### src/rtl/tt_um_bcd_counter_mux.sv
// Multi-digit BCD up/down counter with rate select, pause, clear, sticky
// overflow and a time-multiplexed 7-segment digit scanner.
module tt_um_bcd_counter_mux #(
    parameter int          DIGITS       = 4,
    parameter logic [23:0] TICK_DEFAULT = 24'd10_000_000,
    parameter logic [15:0] SCAN_DIV     = 16'd10_000
) (
    input  logic       clk,
    input  logic       rst_n,
    input  logic       ena,
    input  logic [7:0] ui_in,
    input  logic [7:0] uio_in,
    output logic [7:0] uo_out,
    output logic [7:0] uio_out,
    output logic [7:0] uio_oe
);

    localparam int          DW      = DIGITS * 4;
    localparam logic [15:0] S_LAST  = SCAN_DIV - 16'd1;
    localparam logic [2:0]  K_LAST  = 3'(DIGITS - 1);
    localparam logic [7:0]  OE_MASK = 8'((9'd1 << DIGITS) - 9'd1);

    logic [4:0]  rate_code;
    logic        down;
    logic        pause;
    logic        clr;
    logic [23:0] cmp_val;

    logic [23:0]   p_q, p_d;
    logic [DW-1:0] dig_q, dig_d;
    logic          ovf_q, ovf_d;
    logic [15:0]   s_q, s_d;
    logic [2:0]    k_q, k_d;

    logic [DW-1:0] dig_step;
    logic          wrap;
    logic [3:0]    cur_dig;
    logic [6:0]    seg;
    logic          unused_ok;

    assign rate_code = ui_in[7:3];
    assign down      = ui_in[2];
    assign pause     = ui_in[1];
    assign clr       = ui_in[0];
    assign unused_ok = &{1'b0, uio_in};

    assign cmp_val = (rate_code == 5'd0) ? TICK_DEFAULT
                                         : {7'd0, rate_code, 12'd0};

    // Whole-number increment/decrement; carry ripples through every digit
    always_comb begin : step_p
        logic [3:0] d;
        logic       c;
        c        = 1'b1;
        d        = 4'd0;
        dig_step = dig_q;
        for (int i = 0; i < DIGITS; i++) begin
            d = dig_q[i*4 +: 4];
            if (c) begin
                if (!down) begin
                    if (d >= 4'd9) begin
                        d = 4'd0;
                    end else begin
                        d = d + 4'd1;
                        c = 1'b0;
                    end
                end else begin
                    if (d == 4'd0) begin
                        d = 4'd9;
                    end else begin
                        d = (d > 4'd9) ? 4'd8 : d - 4'd1;
                        c = 1'b0;
                    end
                end
            end
            dig_step[i*4 +: 4] = d;
        end
        wrap = c;
    end

    always_comb begin
        p_d   = p_q;
        dig_d = dig_q;
        ovf_d = ovf_q;
        if (clr) begin
            p_d   = '0;
            dig_d = '0;
            ovf_d = 1'b0;
        end else if (ena && !pause) begin
            // >= so a lowered compare value ticks at once instead of wrapping
            if (p_q >= cmp_val) begin
                p_d   = '0;
                dig_d = dig_step;
                ovf_d = ovf_q | wrap;
            end else begin
                p_d = p_q + 24'd1;
            end
        end
    end

    always_comb begin
        s_d = s_q + 16'd1;
        k_d = k_q;
        if (s_q >= S_LAST) begin
            s_d = '0;
            k_d = (k_q >= K_LAST) ? 3'd0 : k_q + 3'd1;
        end
    end

    always_ff @(posedge clk or negedge rst_n) begin
        if (!rst_n) begin
            p_q   <= '0;
            dig_q <= '0;
            ovf_q <= 1'b0;
            s_q   <= '0;
            k_q   <= '0;
        end else begin
            p_q   <= p_d;
            dig_q <= dig_d;
            ovf_q <= ovf_d;
            s_q   <= s_d;
            k_q   <= k_d;
        end
    end

    always_comb begin
        cur_dig = 4'd0;
        for (int i = 0; i < DIGITS; i++) begin
            if (k_q == 3'(i)) begin
                cur_dig = dig_q[i*4 +: 4];
            end
        end
    end

    always_comb begin
        case (cur_dig)
            4'd0:    seg = 7'h3F;
            4'd1:    seg = 7'h06;
            4'd2:    seg = 7'h5B;
            4'd3:    seg = 7'h4F;
            4'd4:    seg = 7'h66;
            4'd5:    seg = 7'h6D;
            4'd6:    seg = 7'h7D;
            4'd7:    seg = 7'h07;
            4'd8:    seg = 7'h7F;
            4'd9:    seg = 7'h6F;
            default: seg = 7'h00;
        endcase
    end

    assign uo_out  = {ovf_q, seg};
    assign uio_out = 8'd1 << k_q;
    assign uio_oe  = OE_MASK;

endmodule

### config.mk
export PLATFORM = sky130hd
export DESIGN_NAME = tt_um_bcd_counter_mux
export DESIGN_NICKNAME = d
export VERILOG_FILES = /design/src/rtl/tt_um_bcd_counter_mux.sv
export SDC_FILE = /design/constraint.sdc
export NUM_CORES = 1
export LEC_CHECK = 0
export ABC_AREA = 1
export CORE_MARGIN = 5
export CORE_UTILIZATION = 55
export CTS_BUF_LIST = sky130_fd_sc_hd__clkbuf_16
export CTS_CLUSTER_SIZE = 25
export DETAILED_ROUTE_END_ITERATION = 7
export PLACE_DENSITY = 0.82
export SYNTH_ARGS = -nofsm -noshare
export SYNTH_HDL_FRONTEND = slang
export SYNTH_SLANG_ARGS = --single-unit
### constraint.sdc
create_clock -name clk -period 2.9 [get_ports clk]
set_clock_uncertainty 0.2 [all_clocks]
set_input_delay 0.435 -clock clk [delete_from_list [all_inputs] [get_ports clk]]
set_output_delay 0.435 -clock clk [all_outputs]
set_load 0.005 [all_outputs]
### After elaboration in Yosys (flattened, before gate mapping)

Memories as Yosys holds them, arrays and structs flattened.
Index checks and enable logic that the tools add are counted.

| operators by class | value |
|---|---|
| equal/unequal tests | 3 |
| bitwise logic cells | 1 |
| $add $sub $neg | 11 |
| multiplexer cells | 50 |
| shifts and indexed selects | 1 |
| reduce and logical (&&, ||, !) cells | 17 |
| $lt $le $gt $ge | 11 |

Operators by type and width:

| operator | number |
|---|---|
| $mux W24 | 4 |
| $mux W4 | 23 |
| $mux W16 | 4 |
| $add A24 B1 Y24 const B | 1 |
| $ge A24 B24 Y1 | 1 |
| $mux W1 | 18 |
| $add A16 B1 Y16 const B | 1 |
| $add A4 B1 Y4 const B | 4 |
| $ge A16 B14 Y1 const B | 1 |
| $ge A4 B4 Y1 const B | 4 |
| $gt A4 B4 Y1 const B | 4 |
| $logic_not A4 Y1 | 4 |
| $sub A4 B1 Y4 const B | 4 |
| $reduce_bool A2 Y1 | 5 |
| $reduce_and A3 Y1 | 3 |
| $shl A1 B3 Y8 const A | 1 |
| $eq A3 B2 Y1 const B | 2 |
| $logic_not A5 Y1 | 1 |
| $add A3 B1 Y3 const B | 1 |
| $eq A3 B1 Y1 const B | 1 |
| $ge A3 B2 Y1 const B | 1 |
| $logic_not A3 Y1 | 1 |
| $mux W3 | 1 |
| $reduce_and A2 Y1 | 1 |
| other kinds (3) | 3 |

| word-level totals | value |
|---|---|
| memories kept | 1 |
| output and inout port bits | 24 |
| memory bits (read-only) | 112 |
| register bits | 60 |

Memory list:

| memory | words | width | rd ports | clocked after Yosys merged registers in | write ports | line | source |
|---|---|---|---|---|---|---|---|
| (name not given) | 16 | 7 | 1 | 0 | 0 | 136 | `case (cur_dig)` |

### Logic depth before layout (Yosys ltp)

| depth | value |
|---|---|
| depth in word-level cells | 10 |
| gate-level depth with buffers | 17 |
| depth with buffers taken out | 16 |

### Least setup slack after synthesis

No wires, ideal clock.

| path | value |
|---|---|
| path type | register -> output |
| start point | reg k_q[0] |
| end point | out uo_out[3] |
| setup slack | 0.283 ns |
| arrival time | 1.982 ns |
| path buffers | 0 |
| stages on the path, launching flop included | 15 |
| cell sequence | dfrtp_1 inv_1 ha_1 inv_1 nor2_1 nand3_1 nand3_1 o211ai_1 nand2_1 inv_1 ha_1 nand3b_1 nand2_1 nand2_1 nand2_1 |

| on the way | value |
|---|---|
| cells in the longest elaborated chain, start to end | 6 |

RTL lines:

| what | line | source |
|---|---|---|
| from (decl) | 33 | `logic [2:0] k_q, k_d;` |
| from (signal assigned) | 122 | `k_q <= k_d;` |
| $logic_not A3 Y1 | 129 | `if (k_q == 3'(i)) begin` |
| $mux W4 (3 in a row) | 129 |  |
| $mux W4 * | 129 |  |
| $mem_v2 Z16 W7 * | n/a |  |
| to (decl) | 13 | `output logic [7:0] uo_out,` |

Mark *: on every way between the ends. The rest lies on a longest branch, timed or not.

### Worst setup path after layout

| path | value |
|---|---|
| start point | reg k_q[1] |
| end point | out uo_out[6] |

Same word-level chain as after synthesis.

==> results.py <==
metrics = {
    "timing": {
        "final-setup-viol-count": 7,
        "slew_headroom_pct": 61.8,
        "min_period_ns": 3.04,
        "fmax_ghz": 0.329,
        "finalHoldViolCount": 0,
        "tightest_slew_ns": 0.573,
        "fin_ws_ns": -0.143,
        "rsz0062_at_grt": "yes",
        "drv_slew": 0,
        "whs_ns": 0.259,
        "finalCritPeriodShare_pct": 105,
    },
    "yosys": {
        "syn-cell-area_um2": 4800,
        "synth_seq_area_share_pct": 31.3,
        "synth_cell_types": 40,
        "synth_top_area_cell": "dfrtp_1",
        "syn_inst": 689,
        "yosysWarnings": 0,
        "syn_avg_cell_area_um2": 6.96,
        "synthTopCellsByArea": "dfrtp_1, nand2_1, ha_1, inv_1, nor2_1",
        "ys_seq_elements": 60,
        "synth_top_area_share_pct": 31.3,
    },
    "route": {
        "route.vias.total": 4792,
        "drc": 0,
        "drt-vias-per-instance": 5.47,
        "finalWirelength_um": 12200,
        "wl_per_cell_um": 13.9,
        "final_antenna_net_count": 0,
        "drt-initial-drc-count": 266,
        "first_pass_iters": 5,
    },
    "critical_path": {
        "path_class": "reg -> out",
        "slowest_stage": "dfrtp_1",
        "cp_cell_sequence": "inv_2 > ha_4 > inv_1 > nor2_4 > buf_4 > nand3_1 > o21ai_0 > nand2_1 > a22oi_1 > nand3_1 > nand2_1 > buf_2",
        "crit_required_ns": 2.27,
        "start_kind": "register",
        "slowest_delay_ns": 0.42,
        "crit_path_end_kind": "primary output",
        "worst_ep_arrival_time_ns": 2.41,
        "crit_family": "simple AND/OR/NAND/NOR gates",
        "crit_path_max_fanout": 6,
        "worst-path-buf-inv": 4,
    },
    "power_and_ir_drop": {
        "p_sw_mw": 1.86,
        "p_clk_share_pct": 26.6,
        "p_total_mw": 4.83,
        "pwr-share-comb_pct": 50.2,
        "swShare_pct": 38.6,
        "ir_drop_mv": 0.333,
        "power.internal_mw": 2.96,
        "power.leakage_nw": 2.96,
        "p_per_area_nw_per_um2": 819,
        "p_seq_share_pct": 23.2,
    },
    "floorplan": {
        "core_um2": 8590,
        "dieHeight_um": 103,
        "die_w_um": 103,
        "rows": 34,
        "die_area_um2": 10700,
        "io_pins": 43,
        "initial_core_util_pct": 55.8,
    },
    "global_routing": {
        "grt_usage_pct": 23.6,
        "grt_pass1_wl_um": 20100,
        "grt_pass1_vias": 4544,
        "grt_overflow_total": 0,
        "grt_start_max_net_pins": 25,
        "antenna_found_initial": 0,
    },
    "finish": {
        "fin_area_um2": 5890,
        "multi_input_area_um2": 2920,
        "final_common_cell": "nand2_1",
        "fill_cells": 685,
        "seqCellArea_um2": 1500,
        "diodes": 0,
        "layout-drive-gt1-share_pct": 15.1,
        "final_cell_mix": "nand2_1, inv_1, nor2_1",
        "syn2layout_area_growth_pct": 22.9,
        "final_nets": 823,
        "fin_util_pct": 68.6,
    },
    "clock_network": {
        "clockBufferDepth": 2,
        "clk_pin_slew_ns": 0.05,
        "clock_latency_ns": 0.33,
        "clock-sinks": 60,
        "htreeDepth": 3,
        "clockRootBuffer": "clkbuf_16",
        "numCtsBuffers": 9,
        "cts_tree": "yes",
    },
    "place": {
        "hpwl_um": 8540,
        "place.gp.congestion": 0.945,
        "portBuffers": 26,
        "place_area_um2": 5380,
        "post-place-ws_ns": -0.307,
    },
    "run_status": {
        "violations": "negative setup slack",
        "status": "finished, violations left",
    },
    "worst_hold_path": {
        "hp-class": "reg -> reg",
    },
    "flow_run": {
        "max_cap_viol_count": 0,
    },
}
[cells by family after synthesis]
family / count (synthesis) / share of synthesized area, %
muxes: 1 / 0.209
xor gates and xnor gates: 25 / 4.57
DFF: 60 / 31.3
other: 2 / 0.157
and+or+nand+nor: 382 / 35.0
adders and majority gates: 41 / 10.7
AOI/OAI and AO/OA: 63 / 7.49
buffers and inverters: 115 / 10.5
[repair_timing]
action / 4_1_cts / 5_1_grt
resized for setup: 52 / 9
hold buffers: 1 / 0
buffers inserted: 5 / 3
pin swaps: 11 / 9
setup endpoints to repair: 8 / 19
hold endpoints to repair: 22 / 0
[final cells by class]
type	count	area share [%]
multi-input combinational	522	49.6
sequential	60	25.5
timing repair buffer	73	10.2
inverter	97	6.35
clock buffer	9	3.82
tap	108	2.29
clock inverter	7	2.23
[registers in the layout, indices dropped and copies added (netlist names)]
signal and cells:
s_q 16, dig_q 16, ovf_q 1, p_q 24, k_q 3
[metrics by stage]
step | instances | TNS, ns
after floorplan | 697 | 0
after global placement | 851 | -5.76
after detailed placement | 851 | -10.60
after CTS | 873 | -0.391
after global routing | 876 | -1.70
final | 876 | -0.872
[routing by layer]
layer | global-route usage, % | share of wire, %
met5 | 0 | 0
met1 | 28.6 | 40
met3 | 4.29 | 6.5
met4 | 11.6 | 4.1
met2 | 40.3 | 50
[synthesized netlist by cell type, drive strengths merged]
cell / n
nand2: 184
inv: 97
nor2: 89
nand3: 65
dfrtp: 60
ha: 41
o21ai: 35
xor2: 20
buf: 17
nor3: 16
a21oi: 15
nand4: 15
nand3b: 6
o211ai: 5
xnor2: 5
nor4: 4
a31oi: 3
o22ai: 3
conb: 2
a22oi: 1
and3: 1
clkbuf: 1
mux2i: 1
nor2b: 1
o21bai: 1
or2: 1
[final timing paths]
path,slack [ns],depth (start not counted),startpoint,end
worst max-delay path,-0.14,12,k_q[1],uo_out[6]
worst min-delay path,0.26,1,s_q[0],s_q[0]
worst max register to register,0.58,12,dig_q[5],dig_q[15]
worst min register to register,0.26,1,s_q[0],s_q[0]
max in group asynchronous,1.38,3,rst_n,k_q[0]
min in group asynchronous,0.44,2,rst_n,dig_q[1]
[power groups by stage]
stage	Sequential, mW	Clock [mW]	Combinational, mW
after floorplan	1.08	0	1.30
after global placement	1.11	0	2.12
after detailed placement	1.11	0	2.21
after CTS	1.11	1.30	2.28
after global routing	1.14	1.35	2.69
final	1.12	1.28	2.42
No activity file was read; power rests on OpenSTA's default activity.
